[src/rtl/sram_burst_ctrl.sv]
// Burst controller turning one address/length command into consecutive SRAM beats.
// Latency: write beats go to the SRAM on their own handshake edge; read beat 0 appears 2 cycles after accept.
// Backpressure: cmd_ready only in IDLE; wr_valid low stalls a write burst; read data has no backpressure.
//
// Ports:
//   clk, rst_n                 single clock, synchronous active-low reset
//   cmd_valid/ready/wr/addr/len burst command (len = beats - 1)
//   wr_data/valid/ready        write beat stream
//   rd_data/valid              read beat stream (rd_data is sram_dout passed straight through)
//   busy                       high whenever a burst is in progress
//   sram_we_n/addr/din/dout    single-port synchronous SRAM with a registered read port
module sram_burst_ctrl #(
  parameter int ADDR_WIDTH = 4,
  parameter int WORD_DEPTH = 16,  // must be 2**ADDR_WIDTH
  parameter int WORD_WIDTH = 8
) (
  input  logic                  clk,
  input  logic                  rst_n,
  input  logic                  cmd_valid,
  output logic                  cmd_ready,
  input  logic                  cmd_wr,
  input  logic [ADDR_WIDTH-1:0] cmd_addr,
  input  logic [ADDR_WIDTH-1:0] cmd_len,
  input  logic [WORD_WIDTH-1:0] wr_data,
  input  logic                  wr_valid,
  output logic                  wr_ready,
  output logic [WORD_WIDTH-1:0] rd_data,
  output logic                  rd_valid,
  output logic                  busy,
  output logic                  sram_we_n,
  output logic [ADDR_WIDTH-1:0] sram_addr,
  output logic [WORD_WIDTH-1:0] sram_din,
  input  logic [WORD_WIDTH-1:0] sram_dout
);

  typedef enum logic [1:0] {IDLE, WRITE, READ, DRAIN} state_t;

  state_t                state_q, state_d;
  logic [ADDR_WIDTH-1:0] cur_addr_q, cur_addr_d;
  logic [ADDR_WIDTH-1:0] rem_q, rem_d;
  logic                  rd_valid_q, rd_valid_d;
  logic [ADDR_WIDTH-1:0] addr_inc;
  logic                  we_n_fsm;

  // Explicit wrap keeps the modulo-depth intent visible even though the
  // natural binary overflow gives the same result for a power-of-two depth.
  assign addr_inc = (cur_addr_q == ADDR_WIDTH'(WORD_DEPTH - 1)) ? '0 : cur_addr_q + 1'b1;

  always_ff @(posedge clk) begin
    if (!rst_n) begin
      state_q    <= IDLE;
      cur_addr_q <= '0;
      rem_q      <= '0;
      rd_valid_q <= 1'b0;
    end else begin
      state_q    <= state_d;
      cur_addr_q <= cur_addr_d;
      rem_q      <= rem_d;
      rd_valid_q <= rd_valid_d;
    end
  end

  always_comb begin
    state_d    = state_q;
    cur_addr_d = cur_addr_q;
    rem_d      = rem_q;
    cmd_ready  = 1'b0;
    wr_ready   = 1'b0;
    we_n_fsm   = 1'b1;
    busy       = 1'b1;
    // The SRAM registers its output one edge after the address, so the
    // beat addressed during READ is valid in the following cycle.
    rd_valid_d = (state_q == READ);
    case (state_q)
      IDLE: begin
        busy      = 1'b0;
        cmd_ready = 1'b1;
        if (cmd_valid) begin
          cur_addr_d = cmd_addr;
          rem_d      = cmd_len;
          state_d    = cmd_wr ? WRITE : READ;
        end
      end
      WRITE: begin
        wr_ready = 1'b1;
        we_n_fsm = !wr_valid;
        if (wr_valid) begin
          cur_addr_d = addr_inc;
          rem_d      = rem_q - 1'b1;
          if (rem_q == '0) state_d = IDLE;
        end
      end
      READ: begin
        cur_addr_d = addr_inc;
        rem_d      = rem_q - 1'b1;
        if (rem_q == '0) state_d = DRAIN;
      end
      // One cycle to let the last registered read word out.
      DRAIN: state_d = IDLE;
      default: state_d = IDLE;
    endcase
  end

  // Reset forces the write strobe off combinationally so no write can
  // land even before the first reset edge, when the state is unknown.
  assign sram_we_n = !rst_n | we_n_fsm;
  assign sram_addr = cur_addr_q;
  assign sram_din  = wr_data;
  assign rd_data   = sram_dout;
  assign rd_valid  = rd_valid_q;

endmodule

[config.mk]
export PLATFORM = sky130hd
export DESIGN_NAME = sram_burst_ctrl
export DESIGN_NICKNAME = d
export VERILOG_FILES = /design/src/rtl/sram_burst_ctrl.sv
export SDC_FILE = /design/constraint.sdc
export NUM_CORES = 1
export LEC_CHECK = 0
export BUFFER_PORTS_ARGS = -buffer_cell sky130_fd_sc_hd__buf_2
export CAP_MARGIN = 40
export CORE_UTILIZATION = 40
export CTS_BUF_LIST = sky130_fd_sc_hd__clkbuf_8
export DETAILED_ROUTE_END_ITERATION = 10
export PLACE_DENSITY = 0.73
export SLEW_MARGIN = 5
export SYNTH_ARGS = -nofsm -noshare
export SYNTH_HDL_FRONTEND = slang
export SYNTH_SLANG_ARGS = --single-unit
[constraint.sdc]
create_clock -name clk -period 2.7 [get_ports clk]
set_input_delay 0.54 -clock clk [delete_from_list [all_inputs] [get_ports clk]]
set_output_delay 0.54 -clock clk [all_outputs]
set_load 0.1 [all_outputs]
# --- After elaboration in Yosys (flattened, before gate mapping) ---
# Index checks and enable logic that the tools add are counted.
totals:
  register_bits: 11
  input_bits: 29
  word_cells: 39
  output_inout_bits: 25
classes:
  reduce_logical: 7
  addsub: 2
  n_eq_ne: 8
  n_bitwise: 1
  mux: 17
ops:
  columns: ["operator", "count"]
  rows:
  - ["case mux 4 bit (3 select lines)", 2]
  - ["2-to-1 mux 4 bit", 5]
  - ["2-to-1 mux 2 bit", 5]
  - ["case mux 2 bit (4 select lines)", 1]
  - ["!= test 2 bit, second input constant", 3]
  - ["adder 4 x 1 -> 4 bit, second input constant", 1]
  - ["equality test 2 bit, second input constant", 2]
  - ["equality test 4 bit, second input constant", 1]
  - ["logical NOT 4 bit", 1]
  - ["2-to-1 mux 1 bit", 4]
  - ["AND reduction 4 bit", 1]
  - ["subtractor 4 x 1 -> 4 bit, second input constant", 1]
  - ["AND reduction 3 bit", 1]
  - ["nonzero test 3 bit", 1]
  - ["equality test 2 x 1 -> 1 bit, second input constant", 1]
  - ["logical NOT 1 bit", 2]
  - ["logical NOT 2 bit", 1]
  - ["!= test 2 x 1 -> 1 bit, second input constant", 1]
  - ["OR 1 bit", 1]

# --- Depth between registers and ports, before layout ---
logic_depth:
  depth_word: 4
  depth_mapped: 7

# --- Worst setup path after synthesis ---
# No wires, ideal clock.
synth_timing:
  path_kind: "register to output"
  start: "register state_q[1]"
  end: "output port sram_we_n"
  required_time_ns: 2.160
  path_slack_ns: -0.060
  path_stages_with_launch: 4
  t_arrival_ns: 2.220
  cell_sequence: "dfxtp_1 > inv_1 > ha_1 > nand3_1"
synth_via:
  elab_chain_cells: 3
synth_lines:
  columns: ["item", "line_no", "rtl"]
  rows:
  - ["from (decl)", "38", "state_t state_q, state_d;"]
  - ["from (signal assigned)", "56", "state_q <= state_d;"]
  - ["equality test 2 x 1 -> 1 bit", "74", "case (state_q)"]
  - ["2-to-1 mux 1 bit", "74", null]
  - ["OR 1 bit", "106", "assign sram_we_n = !rst_n | we_n_fsm;"]
  - ["to (decl)", "30", "output logic sram_we_n,"]
# No other way between the ends.

# --- Final worst setup path ---
# Ends and elaborated chain as after synthesis.

==> reports/metrics.csv <==
stage,metric,value,unit
floorplanning,coreArea,1980,sq um
synth,yosysWarnings,0,
clocking,ctsHoldBuffers,0,
floorplanning,ios,54,
clocking,cts_made_buffers,3,
place,io_buffers,21,
global_route,grt_usage,16.5,%
clocking,postCtsSetupBuffers,0,
place,gp_congestion,0.761,
sta,setup_tns,0,ns
flow_run,maxCapViolations,0,
critical_path,crit_required,2.16,ns
floorplanning,fp.dieH,48.0,um
sta,hold_viol,0,
synth,synthesis.nets,138,
sta,rsz0062_at_grt,no,
routing,routed_wl,1600,um
sta,setup_viol,0,
synth,syn_area_per_cell,8.30,sq um
critical_path,critPathMaxFanout,4,
routing,wl_met2,713,um
critical_path,cp_num_buf_inv,2,
critical_path,crit_family,buffers and inverters,
synth,yosysMostFrequentCell,buf_4,
floorplanning,start_util,42.7,%
place,pre_cts_ws,0.884,ns
routing,drtAntennaViolNets,0,
sta,fin_ws,0.711,ns
synth,synthFlopType,dfxtp_1,
clocking,cts.sinks,11,
routing,drt-vias-per-instance,5.13,
clocking,clk_pin_slew,0.06,ns
routing,dr_wl_met3,84,um
final_layout,area_delta_synth_final,6.65,%
routing,dr.pass1.iters,4,
global_route,grt_pass1_wl,2570,um
final_layout,fin_nets,145,
clocking,clk_latency,0.25,ns
critical_path,critical_path.cell_chain,inv_1 > ha_1 > nand3_2 > buf_2,
synth,yosysTopAreaCell,dfxtp_1,
routing,drt_iter0_drc,15,
routing,dr_total_vias,692,
critical_path,max_stage_delay,0.42,ns
final_layout,design_area,903,sq um
routing,wl_per_cell,11.9,um
clocking,htree_levels,1,
synth,synth_cell_types,31,
critical_path,r2r_start,state_q[1]$_SDFFE_PN0P_,
floorplanning,die_w,48.0,um
sta,worst_pin_slew,0.533,ns
final_layout,drive_above_1_share,25.9,%
floorplanning,design.die.area,2310,sq um
routing,routed.top_layer,met4,
critical_path,critPathSlowestCell,buf_2,
critical_path,startpoint,state_q[1]$_SDFFE_PN0P_,
synth,ys_ff_latch,11,
final_layout,fillers,193,
hold_path,hp-start,rem_q[3]$_SDFFE_PN0P_,
critical_path,crit_type,reg2out,
synth,synth_area_leaders,"dfxtp_1, buf_4, ha_1",
sta,finClkSkew,0.00555,ns
final_layout,postLayoutCoreUtil,45.6,%
sta,finalCritPeriodShare,73.6,%
floorplanning,std_cell_rows,16,
synth,ys_seq_area_share,26.0,%
clocking,clockRootBuffer,clkbuf_8,
hold_path,hold_class,reg2reg,
global_route,grt_pass1_vias,616,
clocking,post_cts_resized,0,
synth,synth.cell_area,847,sq um
sta,period_needed,1.99,ns
synth,synth_edf_count,0,
sta,slew_headroom,64.3,%
synth,async_flop_share,0,%
final_layout,diodes,0,
global_route,antenna_found_initial,0,
global_route,overflow,0,
place,place_area,858,sq um
synth,synth_top_area_share,26.0,%
synth,synthesis.instances,102,
outcome,status,"complete, no violations",
sta,slew_violations,0,
clocking,cts_tree,built,
global_route,grt_start_max_net_pins,14,
routing,route.layer.met1.wl,762,um
critical_path,start_kind,flop,
sta,max_freq,503,MHz
clocking,clockBufferDepth,2,
critical_path,arrival,1.45,ns
synth,synth_top_cells_by_count,"buf_4, dfxtp_1, nand2_1",
critical_path,cp-end-kind,output pin,
place,hpwl,1150,um
routing,drc,0,
[worst min-delay path, stage by stage (launching register included)]
cell	delay, ns
dfxtp_1	0.32
o21ai_0	0.07
a21boi_0	0.07
[flip-flops by register name, summed over array words and instances (netlist names)]
register / cells
rd_valid: 1
rem_q: 4
sram_addr: 4
state_q: 2
[cells by family (layout without fill, tap and decap cells)]
| logic type | after synthesis | after routing | share of synthesized area, % |
|---|---|---|---|
| fa+ha+maj | 7 | 7 | 10.3 |
| compound gates | 24 | 24 | 21.4 |
| flops | 11 | 11 | 26.0 |
| buf+inv | 28 | 34 | 19.6 |
| simple gates | 30 | 30 | 20.2 |
| mux | 2 | 2 | 2.36 |
[path summary, 6_finish.rpt]
path                                             endpoint  slack (ns)  depth (start not counted)
worst max-delay path                            sram_we_n        0.71                          4
worst min-delay path                rem_q[3]$_SDFFE_PN0P_        0.51                          2
worst max register to register  sram_addr[0]$_SDFFE_PN0P_        0.87                          6
worst min register to register      rem_q[3]$_SDFFE_PN0P_        0.51                          2
[layout make-up]
type / count / area, sq um / area share (%)
Multi-Input combinational cell: 63 / 465 / 51.5
Sequential cell: 11 / 220 / 24.4
Timing Repair Buffer: 21 / 105 / 11.6
Clock buffer: 3 / 41.3 / 4.57
Inverter: 9 / 33.8 / 3.74
Tap cell: 27 / 33.8 / 3.74
Clock inverter: 1 / 3.75 / 0.416
[layout by cell type (no fill, tap or decap)]
cell       instances
or3b_1             1
o211a_1            5
o22ai_1            1
nand3_2            1
nor2_1             2
or3_1              2
o311a_1            1
ha_1               7
and2_1             2
nand2_1           11
nor2b_1            5
a311oi_1           1
o211ai_1           1
and4b_1            1
a2bb2oi_1          1
nor3_1             1
or2_2              1
a21boi_0           4
nor3_2             1
o21a_1             1
dfxtp_1           11
nand3b_1           1
nor2b_4            1
inv_1             10
clkbuf_8           3
buf_2             21
o21ai_0            7
mux2i_1            2
a211o_1            2
[per-stage QoR]
step / cells / hold WS (ns)
floorplan: 102 / 0.466
global placement: 131 / 0.492
detailed placement: 131 / 0.502
CTS: 135 / 0.508
global route: 135 / 0.560
finish: 135 / 0.511
[per-layer routing]
metal | track usage [%] | vias to the layer above
met1 | 18.7 | 326
met3 | 4.53 | 6
met5 | 0 | -
met4 | 12.2 | 0
li1 | - | 342
met2 | 26.5 | 18
Power is left out: the tool's default activity adds up to more than one toggle a clock period on the data nets, which glitch-free logic cannot reach.
